`src/rtl/mem_bus_arbiter.sv`:
```
// Two-master round-robin arbiter in front of a single BRAM controller port.
// Optional stall timeout is enabled with the MEM_ARB_TIMEOUT_EN macro.
module mem_bus_arbiter #(
  parameter int unsigned TIMEOUT = 1024
) (
  input  logic        clk,
  input  logic        reset_n,
  input  logic        m0_valid,
  output logic        m0_ready,
  input  logic [31:0] m0_addr,
  input  logic [31:0] m0_wdata,
  input  logic [3:0]  m0_wstrb,
  output logic [31:0] m0_rdata,
  input  logic        m1_valid,
  output logic        m1_ready,
  input  logic [31:0] m1_addr,
  input  logic [31:0] m1_wdata,
  input  logic [3:0]  m1_wstrb,
  output logic [31:0] m1_rdata,
  output logic        s_valid,
  input  logic        s_ready,
  output logic [31:0] s_addr,
  output logic [31:0] s_wdata,
  output logic [3:0]  s_wstrb,
  input  logic [31:0] s_rdata,
  output logic [1:0]  grant,
  output logic        timeout_err
);

  // Handshake: a master holds mX_valid with stable fields until mX_ready
  // pulses; mX_ready is s_ready passed straight through (or a timeout pulse).
  // State encoding doubles as the one-hot grant output.
  typedef enum logic [1:0] {
    IDLE = 2'b00,
    GNT0 = 2'b01,
    GNT1 = 2'b10
  } state_t;

  state_t state_q, state_d;
  logic   last_q, last_d;
  logic   is_gnt;
  logic   own_valid;
  logic   to_hit;

  assign is_gnt    = (state_q != IDLE);
  assign own_valid = (state_q == GNT1) ? m1_valid : m0_valid;
  assign grant     = state_q;

`ifdef MEM_ARB_TIMEOUT_EN
  logic [15:0] cnt_q, cnt_d;
  logic        err_q, err_d;

  assign to_hit      = is_gnt && !s_ready && (cnt_q == 16'(TIMEOUT - 1));
  assign timeout_err = err_q;

  always_comb begin
    cnt_d = cnt_q;
    err_d = err_q;
    if (!is_gnt)
      cnt_d = 16'd0;
    else if (!s_ready)
      cnt_d = cnt_q + 16'd1;
    if (to_hit)
      err_d = 1'b1;
  end

  always_ff @(posedge clk) begin
    if (!reset_n) begin
      cnt_q <= 16'd0;
      err_q <= 1'b0;
    end else begin
      cnt_q <= cnt_d;
      err_q <= err_d;
    end
  end
`else
  localparam logic [15:0] unused_timeout = 16'(TIMEOUT);
  assign to_hit      = 1'b0;
  assign timeout_err = 1'b0;
`endif

  always_comb begin
    s_valid  = 1'b0;
    s_addr   = 32'd0;
    s_wdata  = 32'd0;
    s_wstrb  = 4'd0;
    m0_ready = 1'b0;
    m0_rdata = 32'd0;
    m1_ready = 1'b0;
    m1_rdata = 32'd0;
    case (state_q)
      GNT0: begin
        s_valid  = m0_valid && !to_hit;
        s_addr   = m0_addr;
        s_wdata  = m0_wdata;
        s_wstrb  = m0_wstrb;
        m0_ready = s_ready || to_hit;
        m0_rdata = to_hit ? 32'hDEADBEEF : s_rdata;
      end
      GNT1: begin
        s_valid  = m1_valid && !to_hit;
        s_addr   = m1_addr;
        s_wdata  = m1_wdata;
        s_wstrb  = m1_wstrb;
        m1_ready = s_ready || to_hit;
        m1_rdata = to_hit ? 32'hDEADBEEF : s_rdata;
      end
      default: ;
    endcase
  end

  always_comb begin
    state_d = state_q;
    last_d  = last_q;
    case (state_q)
      IDLE: begin
        // On a tie, last-served loses.
        if (m0_valid && m1_valid)
          state_d = last_q ? GNT0 : GNT1;
        else if (m0_valid)
          state_d = GNT0;
        else if (m1_valid)
          state_d = GNT1;
      end
      GNT0, GNT1: begin
        if (s_ready || to_hit) begin
          state_d = IDLE;
          last_d  = (state_q == GNT1);
        end else if (!own_valid) begin
          state_d = IDLE;
        end
      end
      default: state_d = IDLE;
    endcase
  end

  always_ff @(posedge clk) begin
    if (!reset_n) begin
      state_q <= IDLE;
      last_q  <= 1'b1;
    end else begin
      state_q <= state_d;
      last_q  <= last_d;
    end
  end

endmodule

```
`config.mk`:
```
export PLATFORM = sky130hd
export DESIGN_NAME = mem_bus_arbiter
export DESIGN_NICKNAME = d
export VERILOG_FILES = /design/src/rtl/mem_bus_arbiter.sv
export SDC_FILE = /design/constraint.sdc
export NUM_CORES = 1
export LEC_CHECK = 0
export ABC_AREA = 1
export BUFFER_PORTS_ARGS = -buffer_cell sky130_fd_sc_hd__clkbuf_2
export CORE_AREA = 2 2 120 122
export DETAILED_ROUTE_END_ITERATION = 6
export DIE_AREA = 0 0 122 124
export PLACE_DENSITY_LB_ADDON = 0.15
export SLEW_MARGIN = 20
export SYNTH_ARGS = -nofsm -noshare
export SYNTH_HDL_FRONTEND = slang
export SYNTH_SLANG_ARGS = --single-unit
```
`constraint.sdc`:
```
create_clock -name clk -period 1.7 [get_ports clk]
set_input_delay 0 -clock clk [delete_from_list [all_inputs] [get_ports clk]]
set_output_delay 0 -clock clk [all_outputs]
set_load 0.01 [all_outputs]
```
==> impl_results.html, run 1 <==
<table>
<tr><th>Metric</th><th>Value</th></tr>
<tr><th colspan="2">Pwr</th></tr>
<tr><td>Seq pwr share</td><td>~3.8%</td></tr>
<tr><td>Clk pwr share</td><td>between 10% and 20%</td></tr>
<tr><td>Leakage</td><td>2.492 nW</td></tr>
<tr><td>Internal Pwr Total</td><td>1.355 mW</td></tr>
<tr><td>Net Sw Power</td><td>approximately 1.5 mW</td></tr>
<tr><td>Power density over cell area</td><td>about 770 nW/um2</td></tr>
<tr><td>Net Sw Frac</td><td>between 50% and 60%</td></tr>
<tr><td>Max rail drop VDD</td><td>0.3440 mV</td></tr>
<tr><td>Total design power</td><td>2.854 mW</td></tr>
<tr><td>Combinational Power Share</td><td>about 83%</td></tr>
<tr><th colspan="2">Clocking</th></tr>
<tr><td>Number of H-tree levels</td><td>1</td></tr>
<tr><td>Worst-skew pair later-pin latency</td><td>between 200 and 250 ps</td></tr>
<tr><td>Number of CTS-inserted buffers</td><td>3</td></tr>
<tr><td>Post-CTS Hold Fix Bufs</td><td>0</td></tr>
<tr><td>Number of sinks on the clock net</td><td>3</td></tr>
<tr><td>Register clock-pin slew on the reported worst setup and hold paths</td><td>~30 ps</td></tr>
<tr><td>Clock Root Buffer</td><td>clkbuf_16</td></tr>
<tr><td>Clock tree buffer depth</td><td>2</td></tr>
<tr><td>CTS tree</td><td>yes</td></tr>
<tr><th colspan="2">Worst setup path</th></tr>
<tr><td>Critical-path cell list</td><td>inv_1, ha_4, inv_2, buf_12, a21oi_1, clkbuf_2</td></tr>
<tr><td>Critical Path Source Type</td><td>flip-flop</td></tr>
<tr><td>Category of the critical setup timing path</td><td>flip-flop to primary output</td></tr>
<tr><td>Setup crit end kind</td><td>primary output</td></tr>
<tr><td>Cell type of the slowest stage on the worst timing path</td><td>dfxtp_1</td></tr>
<tr><td>CP Max Fanout</td><td>27</td></tr>
<tr><td>Largest delay contributor family on the critical path</td><td>buffers and inverters</td></tr>
<tr><td>Delay of the slowest cell on the worst path</td><td>approximately 380 ps</td></tr>
<tr><td>Crit path buf inv count</td><td>4</td></tr>
<tr><td>Arrival time of the worst setup path</td><td>about 1600 ps</td></tr>
<tr><td>WP depth</td><td>6</td></tr>
<tr><td>Cells on worst reg2reg path</td><td>7</td></tr>
<tr><td>Endpoint required time on the critical path</td><td>~1700 ps</td></tr>
<tr><th colspan="2">Global route</th></tr>
<tr><td>Antenna violations before repair</td><td>0</td></tr>
<tr><td>Overflow left after global routing</td><td>0</td></tr>
<tr><td>First-pass GRT wire length</td><td>14010 um</td></tr>
<tr><td>Number of global-route vias before repair</td><td>3016</td></tr>
<tr><td>Largest net degree at the start of global routing</td><td>67</td></tr>
<tr><td>Global router's overall resource usage</td><td>a little under an eighth</td></tr>
<tr><th colspan="2">Routing</th></tr>
<tr><td>Post-route DRC violation count</td><td>0</td></tr>
<tr><td>Length of the first detailed-routing pass in iterations</td><td>4</td></tr>
<tr><td>Initial detailed-routing violation count</td><td>99</td></tr>
<tr><td>Average wire per cell in the routed design</td><td>12.18 um</td></tr>
<tr><td>Final routed wirelength across all metal layers</td><td>between 10000 and 15000 um</td></tr>
<tr><td>Via total after detailed routing</td><td>between 3000 and 4000</td></tr>
<tr><td>Remaining antenna violation count after routing</td><td>0</td></tr>
<tr><td>Average vias per placed instance</td><td>4.007</td></tr>
<tr><th colspan="2">Finish</th></tr>
<tr><td>Share of post-route cells with drive strength above 1</td><td>roughly 47%</td></tr>
<tr><td>Count of inserted antenna diode cells</td><td>0</td></tr>
<tr><td>End-of-flow core utilization</td><td>26.96%</td></tr>
<tr><td>Post-route standard cell area excluding fillers</td><td>3699 um2</td></tr>
<tr><td>Layout Area Growth over Synthesis</td><td>110.1%</td></tr>
<tr><td>Final nets</td><td>~900</td></tr>
<tr><th colspan="2">Synthesis</th></tr>
<tr><td>Synthesized-area fraction occupied by adder cells</td><td>~2.8%</td></tr>
<tr><td>Dominant cell by count in the synthesized netlist</td><td>nand2_1</td></tr>
<tr><td>Post-Syn Nets</td><td>~580</td></tr>
<tr><td>Number of distinct library cells after synthesis</td><td>12</td></tr>
<tr><td>Most used flip-flop cell after synthesis</td><td>dfxtp_1</td></tr>
<tr><td>Area fraction in and, or, nand and nor cells after synthesis</td><td>around half</td></tr>
<tr><td>Dominant combinational cell family by area after synthesis</td><td>simple AND/OR/NAND/NOR gates</td></tr>
<tr><td>Instance count of the mapped netlist</td><td>roughly 410</td></tr>
<tr><td>Synth Cell Area</td><td>around 1800 um2</td></tr>
<tr><td>Post-synth top area cell</td><td>nand2_1</td></tr>
<tr><td>Mux cell area share after synthesis</td><td>0%</td></tr>
<tr><td>Number of warnings issued by yosys</td><td>0</td></tr>
<tr><td>Synthesized-area fraction occupied by xor and xnor cells</td><td>0%</td></tr>
<tr><td>Async set or reset register ratio after synthesis</td><td>0%</td></tr>
<tr><td>Area fraction in compound gates after synthesis</td><td>a little over 20%</td></tr>
<tr><td>Fraction of the yosys area taken by sequential cells</td><td>about 3.4%</td></tr>
<tr><td>#FFs+latches synth</td><td>3</td></tr>
<tr><td>Synth top cells by count</td><td>nand2_1 (213), inv_1 (72), a21oi_1 (71)</td></tr>
<tr><td>Area share of the leading cell type in the synthesized netlist</td><td>roughly 45%</td></tr>
<tr><td>Count of flip-flops with a built-in enable after synthesis</td><td>0</td></tr>
<tr><td>Area contributors post-synth</td><td>nand2_1 (45%), a21oi_1 (20%), inv_1 (15%)</td></tr>
<tr><td>Post-synthesis average cell area</td><td>between 4 and 5 um2</td></tr>
<tr><th colspan="2">Outcome</th></tr>
<tr><td>Status</td><td>complete, but fails checks</td></tr>
<tr><td>Failing checks</td><td>negative hold slack</td></tr>
<tr><th colspan="2">Die</th></tr>
<tr><td>Ports placed on the boundary</td><td>approximately 310</td></tr>
<tr><td>Number of rows created at floorplan</td><td>43</td></tr>
<tr><td>Effective utilization at floorplan</td><td>about an eighth</td></tr>
<tr><td>Core footprint</td><td>~14000 um2</td></tr>
<tr><td>Die Span X</td><td>between 100 and 150 um</td></tr>
<tr><td>Die outline height</td><td>124 um</td></tr>
<tr><td>Die Footprint</td><td>roughly 15000 um2</td></tr>
<tr><th colspan="2">Timing</th></tr>
<tr><td>Final period utilization</td><td>95.71%</td></tr>
<tr><td>Post-route worst hold slack</td><td>-1.591 ps</td></tr>
<tr><td>Highest achievable clock rate</td><td>0.6146 GHz</td></tr>
<tr><td>TNS Setup</td><td>0 ps</td></tr>
<tr><td>Final max-slew violation count</td><td>0</td></tr>
<tr><td>Worst clock skew</td><td>approximately 2.5 ps</td></tr>
<tr><td>Final hold violation count</td><td>1</td></tr>
<tr><td>Unrepaired setup endpoints after global routing</td><td>no</td></tr>
<tr><td>Number of failing setup endpoints in the final timing report</td><td>0</td></tr>
<tr><td>Final setup slack of the worst path</td><td>72.89 ps</td></tr>
<tr><td>Min Tclk post-route</td><td>roughly 1600 ps</td></tr>
<tr><th colspan="2">Place</th></tr>
<tr><td>Port buffer count</td><td>309</td></tr>
<tr><td>Placement Setup Slack</td><td>around 220 ps</td></tr>
<tr><td>Final weighted congestion in routability-driven placement</td><td>~0.87</td></tr>
<tr><td>Detail Placement HPWL</td><td>between 8000 and 9000 um</td></tr>
<tr><td>Cell Area, Placed</td><td>~3500 um2</td></tr>
<tr><th colspan="2">Worst hold path</th></tr>
<tr><td>Count of cells along the worst hold path</td><td>2</td></tr>
<tr><td>Classification of the worst-slack hold path</td><td>input pin to flip-flop</td></tr>
<tr><th colspan="2">Job</th></tr>
<tr><td>Max-cap violation count</td><td>0</td></tr>
</table>
[layout make-up]
type / instances / area [um2]
Tap cell: 180 / 225.2
Fill cell: 1594 / 10020
Inverter: 73 / 274.0
Clock buffer: 4 / 78.83
Sequential cell: 3 / 61.31
Multi-Input combinational cell: 299 / 1295
Timing Repair Buffer: 320 / 1764
[worst register-to-register path, delay by kind of cell (launching register included)]
family / cells / cell delay, ps
adder cells (fa/ha/maj): 1 / 300
buffers and inverters: 2 / 210
AND/OR/NAND/NOR: 3 / 280
AO/OA/AOI/OAI: 1 / 160
flip-flops: 1 / 380
[layout by cell type, fill, tap and decap left out, drive strengths merged]
cell type	instances
clkbuf	316
nand2	213
inv	73
a21oi	71
buf	8
nand3	7
ha	4
nor2	3
dfxtp	3
conb	1
[routing by layer]
layer,vias up,GRT usage [%],wire (um),part of all wire [%]
met1,1517,11.60,3907,36
met2,214,24.41,5655,53
met3,8,2.152,1046,9.8
li1,1783,-,-,-
met5,-,0,0,0
met4,0,1.509,97,0.91
[final timing paths]
path,start,endpoint,slack (ps)
min,reset_n,last_q$_SDFFE_PN1P_,-2
max reg2reg,grant[0]$_SDFFE_PN0P_,grant[0]$_SDFFE_PN0P_,260
min reg2reg,last_q$_SDFFE_PN1P_,last_q$_SDFFE_PN1P_,450
max,grant[0]$_SDFFE_PN0P_,s_addr[15],70
[sequential cells by signal, indices dropped and copies added, names as in the netlist]
signal,count
last_q,1
grant,2
[power groups by stage]
| stage | logic [mW] | registers [mW] | clock network [mW] |
|---|---|---|---|
| final | 2.38 | 0.107 | 0.371 |
| after global routing | 2.64 | 0.110 | 0.383 |
| after CTS | 2.24 | 0.104 | 0.377 |
| after detailed placement | 2.24 | 0.104 | 0 |
| after global placement | 2.24 | 0.103 | 0 |
| after floorplan | 1.26 | 0.107 | 0 |
[metrics by stage]
step / cells / hold WS (ps)
after floorplan: 406 / 84.61
after global placement: 871 / 224.8
after detailed placement: 871 / 220.6
after CTS: 875 / 0.2079
after global routing: 879 / 9.857
final: 879 / -1.591
[cells by family after synthesis]
family | after synthesis
adders and majority gates | 4
AOI/OAI and AO/OA | 71
DFF | 3
buffers and inverters | 104
other | 1
and+or+nand+nor | 223
[repair_timing]
action	4_1_cts	5_1_grt
setup endpoints to repair	0	51
gates resized for setup	0	5
setup buffers	0	1
Note: power is estimated with default switching activity, not from simulation.
==> inputs of run 2 (changes only) <==
--- a/config.mk
+++ b/config.mk
@@ -7,10 +7,12 @@
 export LEC_CHECK = 0
 export ABC_AREA = 1
 export BUFFER_PORTS_ARGS = -buffer_cell sky130_fd_sc_hd__clkbuf_2
-export CORE_AREA = 2 2 120 122
+export CORE_AREA = 3 3 121 123
 export DETAILED_ROUTE_END_ITERATION = 6
-export DIE_AREA = 0 0 122 124
+export DIE_AREA = 0 0 124 126
 export PLACE_DENSITY_LB_ADDON = 0.15
+export RECOVER_POWER = 25
+export REMOVE_ABC_BUFFERS = 1
 export SLEW_MARGIN = 20
 export SYNTH_ARGS = -nofsm -noshare
 export SYNTH_HDL_FRONTEND = slang
==> run 2 against run 1 <==
Compared with the run above:
- total power is 5.8% lower
- die area up 3.3%
- the flow now finishes without violations
- setup slack improved by 45 ps
- sequential share of layout area grew 0.053 points
- non-clock buffer count fell by 2
==> impl_results.html, run 2 (synthesis results as in run 1) <==
<table>
<tr><th>Metric</th><th>Value</th></tr>
<tr><th colspan="2">Worst hold path</th></tr>
<tr><td>Classification of the worst-slack hold path</td><td>input pin to flip-flop</td></tr>
<tr><td>Min-delay src</td><td>s_ready</td></tr>
<tr><th colspan="2">Worst setup path</th></tr>
<tr><td>Category of the critical setup timing path</td><td>flip-flop to primary output</td></tr>
<tr><td>Flop-to-flop setup slack</td><td>320 ps (+60 ps)</td></tr>
<tr><td>Worst setup path startpoint</td><td>grant[1]$_SDFFE_PN0P_</td></tr>
<tr><td>CP Max Fanout</td><td>34 (+26%)</td></tr>
<tr><td>Arrival time of the worst setup path</td><td>1580 ps (-50 ps)</td></tr>
<tr><td>End point of the critical path</td><td>s_wdata[28]</td></tr>
<tr><td>Endpoint required time on the critical path</td><td>1700 ps (about the same)</td></tr>
<tr><td>Critical Path Source Type</td><td>flip-flop</td></tr>
<tr><td>Startpoint of the worst-slack reg-to-reg timing path</td><td>grant[1]$_SDFFE_PN0P_</td></tr>
<tr><td>Cells on worst reg2reg path</td><td>7 (unchanged)</td></tr>
<tr><td>Reg-to-Reg End</td><td>grant[0]$_SDFFE_PN0P_</td></tr>
<tr><td>Setup crit end kind</td><td>primary output</td></tr>
<tr><th colspan="2">Clocking</th></tr>
<tr><td>Number of H-tree levels</td><td>1 (unchanged)</td></tr>
<tr><td>Setup bufs post-CTS</td><td>0 (unchanged)</td></tr>
<tr><td>Worst-skew pair later-pin latency</td><td>220 ps (about the same)</td></tr>
<tr><td>Clock Root Buffer</td><td>clkbuf_16</td></tr>
<tr><td>Clock tree buffer depth</td><td>2 (unchanged)</td></tr>
<tr><td>CTS tree</td><td>yes</td></tr>
<tr><td>Number of CTS-inserted buffers</td><td>3 (unchanged)</td></tr>
<tr><td>Register clock-pin slew on the reported worst setup and hold paths</td><td>30 ps (about the same)</td></tr>
<tr><td>Number of sinks on the clock net</td><td>3 (unchanged)</td></tr>
<tr><th colspan="2">Pwr</th></tr>
<tr><td>Power density over cell area</td><td>749.7 nW/um2 (-2.8%)</td></tr>
<tr><td>Max rail drop VDD</td><td>0.2991 mV (-13%)</td></tr>
<tr><td>Leakage</td><td>2.356 nW (-5.5%)</td></tr>
<tr><th colspan="2">Place</th></tr>
<tr><td>Detail Placement HPWL</td><td>8773 um (+6.9%)</td></tr>
<tr><td>Final weighted congestion in routability-driven placement</td><td>0.7655 (-12%)</td></tr>
<tr><td>Port buffer count</td><td>309 (unchanged)</td></tr>
<tr><td>Instance count after placement with tap cells included</td><td>872 (+0.11%)</td></tr>
<tr><th colspan="2">Finish</th></tr>
<tr><td>Share of post-route cells with drive strength above 1</td><td>42.90% (-4.2 points)</td></tr>
<tr><td>Top library cells by usage in the layout, fill and taps aside</td><td>clkbuf_2 (279), nand2_1 (213), inv_1 (72)</td></tr>
<tr><td>Non-filler instance count after layout</td><td>877 (-0.23%)</td></tr>
<tr><td>Count of inserted antenna diode cells</td><td>0 (unchanged)</td></tr>
<tr><td>Layout Area Growth over Synthesis</td><td>103.6%</td></tr>
<tr><td>Final nets</td><td>875 (-0.23%)</td></tr>
<tr><td>Number of inserted filler cells in the final layout</td><td>1622 (+1.8%)</td></tr>
<tr><td>End-of-flow core utilization</td><td>26.03% (-0.93 points)</td></tr>
<tr><td>Commonest non-fill, non-tap cell in the layout</td><td>clkbuf_2</td></tr>
<tr><td>Max FFs per register</td><td>2 (unchanged)</td></tr>
<tr><th colspan="2">Global route</th></tr>
<tr><td>First-pass GRT wire length</td><td>15140 um (+8.0%)</td></tr>
<tr><td>Number of global-route vias before repair</td><td>3195 (+5.9%)</td></tr>
<tr><td>Global router's overall resource usage</td><td>11.75% (+0.28 points)</td></tr>
<tr><td>Largest net degree at the start of global routing</td><td>55 (-18%)</td></tr>
<tr><td>Antenna violations before repair</td><td>0 (unchanged)</td></tr>
<tr><td>Overflow left after global routing</td><td>0 (unchanged)</td></tr>
<tr><th colspan="2">Timing</th></tr>
<tr><td>Post-route worst hold slack</td><td>117.8 ps (+119.3 ps)</td></tr>
<tr><td>Final period utilization</td><td>93.08% (-2.6 points)</td></tr>
<tr><td>Highest achievable clock rate</td><td>0.6320 GHz (+2.8%)</td></tr>
<tr><td>Unrepaired setup endpoints after global routing</td><td>no</td></tr>
<tr><td>TNS Setup</td><td>0 ps (unchanged)</td></tr>
<tr><td>Number of failing setup endpoints in the final timing report</td><td>0 (unchanged)</td></tr>
<tr><td>Final max-slew violation count</td><td>0 (unchanged)</td></tr>
<tr><td>Worst clock skew</td><td>2.979 ps (+0.4823 ps)</td></tr>
<tr><td>Final hold violation count</td><td>0 (-1)</td></tr>
<tr><td>Min Tclk post-route</td><td>1582 ps (-44.72 ps)</td></tr>
<tr><th colspan="2">Die</th></tr>
<tr><td>Die Footprint</td><td>15620 um2 (+3.3%)</td></tr>
<tr><td>Ports placed on the boundary</td><td>311 (unchanged)</td></tr>
<tr><td>Die Span X</td><td>124 um (+1.6%)</td></tr>
<tr><td>Core footprint</td><td>13770 um2 (+0.39%)</td></tr>
<tr><td>Effective utilization at floorplan</td><td>12.78% (-0.050 points)</td></tr>
<tr><td>Die outline height</td><td>126 um (+1.6%)</td></tr>
<tr><td>Number of rows created at floorplan</td><td>43 (unchanged)</td></tr>
<tr><th colspan="2">Routing</th></tr>
<tr><td>Length of the first detailed-routing pass in iterations</td><td>4 (unchanged)</td></tr>
<tr><td>Via total after detailed routing</td><td>3391 (-3.7%)</td></tr>
<tr><td>Remaining antenna violation count after routing</td><td>0 (unchanged)</td></tr>
<tr><td>Average wire per cell in the routed design</td><td>11.79 um (-3.2%)</td></tr>
<tr><td>Initial detailed-routing violation count</td><td>89 (-10%)</td></tr>
<tr><td>Final routed wirelength across all metal layers</td><td>10340 um (-3.5%)</td></tr>
<tr><td>Post-route DRC violation count</td><td>0 (unchanged)</td></tr>
<tr><td>Average vias per placed instance</td><td>3.867 (-3.5%)</td></tr>
<tr><th colspan="2">Outcome</th></tr>
<tr><td>Status</td><td>completed</td></tr>
<tr><th colspan="2">Job</th></tr>
<tr><td>Max-cap violation count</td><td>0 (unchanged)</td></tr>
</table>
## run 2: cell count changes in the layout (fill, tap and decap cells not counted)
cell | before | now
clkbuf_16 | 6 | 3
buf_6 | 0 | 2
buf_4 | 2 | 1
dlygate4sd3_1 | 0 | 1
a21oi_1 | 71 | 66
buf_16 | 1 | 0
a21oi_2 | 0 | 4
ha_1 | 0 | 2
a21oi_4 | 0 | 1
ha_4 | 3 | 1
clkbuf_1 | 1 | 31
clkbuf_2 | 309 | 279
## run 2: timing repair
item | in CTS | in global routing
resized for setup | 2 | 7
endpoints found under the setup margin | 2 | 19
hold endpoints to repair | 1 | 0
hold buffers | 1 | 0
pin swaps | 0 | 0
## run 2: worst min path at each step
stage | cells after the start | to | slack, ps
after global placement | 2 | last_q$_SDFFE_PN1P_ | 230
final | 4 | last_q$_SDFFE_PN1P_ | 120
after detailed placement | 2 | last_q$_SDFFE_PN1P_ | 230
after CTS | 4 | last_q$_SDFFE_PN1P_ | 120
after global routing | 3 | last_q$_SDFFE_PN1P_ | 170
after floorplan | 1 | last_q$_SDFFE_PN1P_ | 80
## run 2: worst max-delay path, stage by stage, from the launching register on
cell and delay [ps]:
dfxtp_2 350, inv_1 80, ha_1 330, inv_2 80, buf_12 170, a21oi_1 170
clkbuf_2 160
## run 2: final cells by class
cell class,count,area [um2],share of cell area (%)
inverter,73,274.0,7.644
clock buffer,4,78.83,2.199
tap,180,225.2,6.283
sequential,3,61.31,1.710
multi-input combinational,299,1296,36.16
timing repair buffer,318,1649,46.00
## run 2: routing by layer
metal  vias to the layer above  GRT usage (%)  share of wire (%)
li1                       1778              -                  -
met1                      1402          11.94                 36
met2                       207          24.18                 52
met3                         4          2.739                 12
met4                         0          1.353               0.36
met5                         -              0                  0
## run 2: per-stage QoR
step           setup WS, ps  power (mW)  instance area [um2]
6_report              117.6       2.688                 3585
5_1_grt               39.92       2.984                 3585
4_1_cts               6.107       2.746                 3595
3_5_place_dp          162.9       2.351                 3498
3_3_place_gp          188.7       2.353                 3498
2_1_floorplan        -911.5       1.249                 1589
## run 2: power by group
part           switching (mW)  internal (mW)  leakage, nW
Combinational            1.38          0.830         2.29
Sequential             0.0119         0.0888       0.0251
Clock                  0.0648          0.310       0.0382
==> inputs of run 3 (changes only) <==
--- a/config.mk
+++ b/config.mk
@@ -7,11 +7,10 @@
 export LEC_CHECK = 0
 export ABC_AREA = 1
 export BUFFER_PORTS_ARGS = -buffer_cell sky130_fd_sc_hd__clkbuf_2
-export CORE_AREA = 3 3 121 123
+export CORE_AREA = 2 2 120 122
 export DETAILED_ROUTE_END_ITERATION = 6
-export DIE_AREA = 0 0 124 126
+export DIE_AREA = 0 0 122 124
 export PLACE_DENSITY_LB_ADDON = 0.15
-export RECOVER_POWER = 25
 export REMOVE_ABC_BUFFERS = 1
 export SLEW_MARGIN = 20
 export SYNTH_ARGS = -nofsm -noshare
==> constraint.sdc (replaced) <==
create_clock -name clk -period 1.7 [get_ports clk]
set_input_delay 0.17 -clock clk [delete_from_list [all_inputs] [get_ports clk]]
set_output_delay 0.17 -clock clk [all_outputs]
set_load 0.01 [all_outputs]
==> run 3 against run 2 <==
Compared with the run above:
- combinational power increased by 46%
- cell area grew 19%
- non-clock buffer count is 16 higher
- first-iteration DRC count increased by 22%
- total power rose by 38%
- hold slack better by 49 ps
- final cell count grew 1.8%
- highest routed layer unchanged
- sequential share of layout area shrank 0.22 points
- maximum frequency shrank 8.0%
- global-route usage is 1.1 points higher
- utilization increased by 5.2 points
- sequential power hardly changed
- the run now ends with negative setup slack left
==> impl_results.html, run 3 (synthesis results as in run 1) <==
<table>
<tr><th>Metric</th><th>Value</th></tr>
<tr><th colspan="2">Outcome</th></tr>
<tr><td>Status</td><td>complete, but fails checks</td></tr>
<tr><td>Failing checks</td><td>negative setup slack</td></tr>
<tr><th colspan="2">Pwr</th></tr>
<tr><td>Power density over cell area</td><td>863.9 nW/um2 (+15%)</td></tr>
<tr><td>Leakage</td><td>2.723 nW (+16%)</td></tr>
<tr><td>Max rail drop VDD</td><td>0.3624 mV (+21%)</td></tr>
<tr><th colspan="2">Clocking</th></tr>
<tr><td>Number of CTS-inserted buffers</td><td>3 (unchanged)</td></tr>
<tr><td>Clock tree buffer depth</td><td>2 (unchanged)</td></tr>
<tr><td>CTS tree</td><td>yes</td></tr>
<tr><td>Number of H-tree levels</td><td>1 (unchanged)</td></tr>
<tr><td>Clock Root Buffer</td><td>clkbuf_16</td></tr>
<tr><td>Number of sinks on the clock net</td><td>3 (unchanged)</td></tr>
<tr><td>Worst-skew pair later-pin latency</td><td>220 ps (about the same)</td></tr>
<tr><td>Register clock-pin slew on the reported worst setup and hold paths</td><td>30 ps (about the same)</td></tr>
<tr><th colspan="2">Worst setup path</th></tr>
<tr><td>Cells on worst reg2reg path</td><td>8 (+1)</td></tr>
<tr><td>Critical Path Source Type</td><td>flip-flop</td></tr>
<tr><td>Arrival time of the worst setup path</td><td>1550 ps (-30 ps)</td></tr>
<tr><td>Worst setup path startpoint</td><td>grant[0]$_SDFFE_PN0P_</td></tr>
<tr><td>Endpoint required time on the critical path</td><td>1530 ps (-170 ps)</td></tr>
<tr><td>Startpoint of the worst-slack reg-to-reg timing path</td><td>grant[0]$_SDFFE_PN0P_</td></tr>
<tr><td>Setup crit end kind</td><td>primary output</td></tr>
<tr><td>Flop-to-flop setup slack</td><td>220 ps (-100 ps)</td></tr>
<tr><td>Category of the critical setup timing path</td><td>flip-flop to primary output</td></tr>
<tr><td>CP Max Fanout</td><td>6 (-82%)</td></tr>
<tr><td>Reg-to-Reg End</td><td>grant[0]$_SDFFE_PN0P_</td></tr>
<tr><th colspan="2">Global route</th></tr>
<tr><td>Largest net degree at the start of global routing</td><td>45 (-18%)</td></tr>
<tr><td>Antenna violations before repair</td><td>0 (unchanged)</td></tr>
<tr><td>Overflow left after global routing</td><td>0 (unchanged)</td></tr>
<tr><td>First-pass GRT wire length</td><td>15460 um (+2.1%)</td></tr>
<tr><td>Global router's overall resource usage</td><td>12.83% (+1.1 points)</td></tr>
<tr><td>Number of global-route vias before repair</td><td>3117 (-2.4%)</td></tr>
<tr><th colspan="2">Timing</th></tr>
<tr><td>Min Tclk post-route</td><td>1720 ps (+137.8 ps)</td></tr>
<tr><td>Final hold violation count</td><td>0 (unchanged)</td></tr>
<tr><td>Number of failing setup endpoints in the final timing report</td><td>5 (+5)</td></tr>
<tr><td>Unrepaired setup endpoints after global routing</td><td>yes</td></tr>
<tr><td>Highest achievable clock rate</td><td>0.5813 GHz (-8.0%)</td></tr>
<tr><td>Worst clock skew</td><td>0.3179 ps (-2.661 ps)</td></tr>
<tr><td>Final max-slew violation count</td><td>0 (unchanged)</td></tr>
<tr><td>Final setup slack of the worst path</td><td>-20.18 ps (-137.8 ps)</td></tr>
<tr><td>Final period utilization</td><td>101.2% (+8.1 points)</td></tr>
<tr><td>TNS Setup</td><td>-47.09 ps (-47.09 ps)</td></tr>
<tr><th colspan="2">Routing</th></tr>
<tr><td>Average wire per cell in the routed design</td><td>14.15 um (+20%)</td></tr>
<tr><td>Remaining antenna violation count after routing</td><td>0 (unchanged)</td></tr>
<tr><td>Initial detailed-routing violation count</td><td>109 (+22%)</td></tr>
<tr><td>Final routed wirelength across all metal layers</td><td>12640 um (+22%)</td></tr>
<tr><td>Post-route DRC violation count</td><td>0 (unchanged)</td></tr>
<tr><td>Length of the first detailed-routing pass in iterations</td><td>5 (+1)</td></tr>
<tr><td>Average vias per placed instance</td><td>4.036 (+4.4%)</td></tr>
<tr><td>Via total after detailed routing</td><td>3604 (+6.3%)</td></tr>
<tr><th colspan="2">Die</th></tr>
<tr><td>Die outline height</td><td>124 um (-1.6%)</td></tr>
<tr><td>Core footprint</td><td>13720 um2 (-0.39%)</td></tr>
<tr><td>Number of rows created at floorplan</td><td>43 (unchanged)</td></tr>
<tr><td>Ports placed on the boundary</td><td>311 (unchanged)</td></tr>
<tr><td>Effective utilization at floorplan</td><td>12.83% (+0.050 points)</td></tr>
<tr><td>Die Span X</td><td>122 um (-1.6%)</td></tr>
<tr><td>Die Footprint</td><td>15130 um2 (-3.2%)</td></tr>
<tr><th colspan="2">Worst hold path</th></tr>
<tr><td>Classification of the worst-slack hold path</td><td>input pin to flip-flop</td></tr>
<tr><td>Min-delay src</td><td>reset_n</td></tr>
<tr><td>Count of cells along the worst hold path</td><td>2 (-2)</td></tr>
<tr><td>Worst Hold Path EP</td><td>last_q$_SDFFE_PN1P_</td></tr>
<tr><th colspan="2">Finish</th></tr>
<tr><td>Max FFs per register</td><td>2 (unchanged)</td></tr>
<tr><td>Number of inserted filler cells in the final layout</td><td>1574 (-3.0%)</td></tr>
<tr><td>Layout Area Growth over Synthesis</td><td>143.3%</td></tr>
<tr><td>Final nets</td><td>891 (+1.8%)</td></tr>
<tr><td>Commonest non-fill, non-tap cell in the layout</td><td>clkbuf_2</td></tr>
<tr><td>Count of inserted antenna diode cells</td><td>0 (unchanged)</td></tr>
<tr><td>Share of post-route cells with drive strength above 1</td><td>58.91% (+16 points)</td></tr>
<tr><td>Top library cells by usage in the layout, fill and taps aside</td><td>clkbuf_2 (251), nand2_1 (186), inv_1 (70)</td></tr>
<tr><th colspan="2">Place</th></tr>
<tr><td>Placement Setup Slack</td><td>71.74 ps (-91.12 ps)</td></tr>
<tr><td>Final weighted congestion in routability-driven placement</td><td>0.8846 (+16%)</td></tr>
<tr><td>Detail Placement HPWL</td><td>8581 um (-2.2%)</td></tr>
<tr><td>Port buffer count</td><td>309 (unchanged)</td></tr>
<tr><th colspan="2">Job</th></tr>
<tr><td>Max-cap violation count</td><td>0 (unchanged)</td></tr>
</table>
run 3: area by class of cell:
cell class                      count  area, um2  area share, %
Clock buffer                        4      78.83          1.840
Multi-Input combinational cell    299       1559          36.40
Sequential cell                     3      63.81          1.490
Timing Repair Buffer              334       2074          48.44
Tap cell                          180      225.2          5.259
Inverter                           73      281.5          6.573
run 3: metrics by stage:
step                      std cells  power, mW  utilization, %  cell area [um2]  hold slack [ps]
after floorplan                 375      1.249               -             1589            254.6
after global placement          873      2.395           25.74             3531            399.2
after detailed placement        873      2.392           25.74             3531            394.8
after CTS                       881      3.066           27.69             3799            167.8
after global routing            893      4.010           31.22             4283            176.7
final                           893      3.700           31.22             4283            167.0
run 3: worst max-delay path, cell delays in order, from the launching register on:
cell,delay (ps)
dfxtp_4,350
buf_6,90
ha_4,240
buf_8,170
clkbuf_16,150
nand2_1,60
a21oi_2,110
buf_2,140
run 3: layer usage:
metal / vias to the layer above / part of all wire [%] / track usage [%]
met5: - / 0 / 0
met2: 215 / 54 / 26.01
li1: 1818 / - / -
met1: 1559 / 37 / 13.58
met3: 12 / 8.4 / 2.289
met4: 0 / 1.4 / 2.945
run 3: where the power goes:
part           internal (mW)  leakage [nW]  total, mW  switching (mW)
Sequential            0.0901        0.0255      0.103          0.0128
Clock                  0.309        0.0382      0.369          0.0598
Combinational           1.41          2.66       3.23            1.82
run 3: how the worst max path moves through the flow:
stage	end	slack (ps)	cells past startpoint
floorplan	s_addr[0]	-1080	4
global placement	s_addr[31]	110	6
detailed placement	s_wdata[29]	70	6
CTS	s_wdata[1]	-70	6
global route	s_addr[10]	-110	7
finish	s_addr[10]	-20	7
run 3: what timing repair did:
item	CTS	global route
gates cloned	4	10
hold endpoints to repair	0	0
endpoints found under the setup margin	69	100
hold buffers	0	0
gates resized for setup	15	142
setup buffers	0	2
pin swaps	2	35
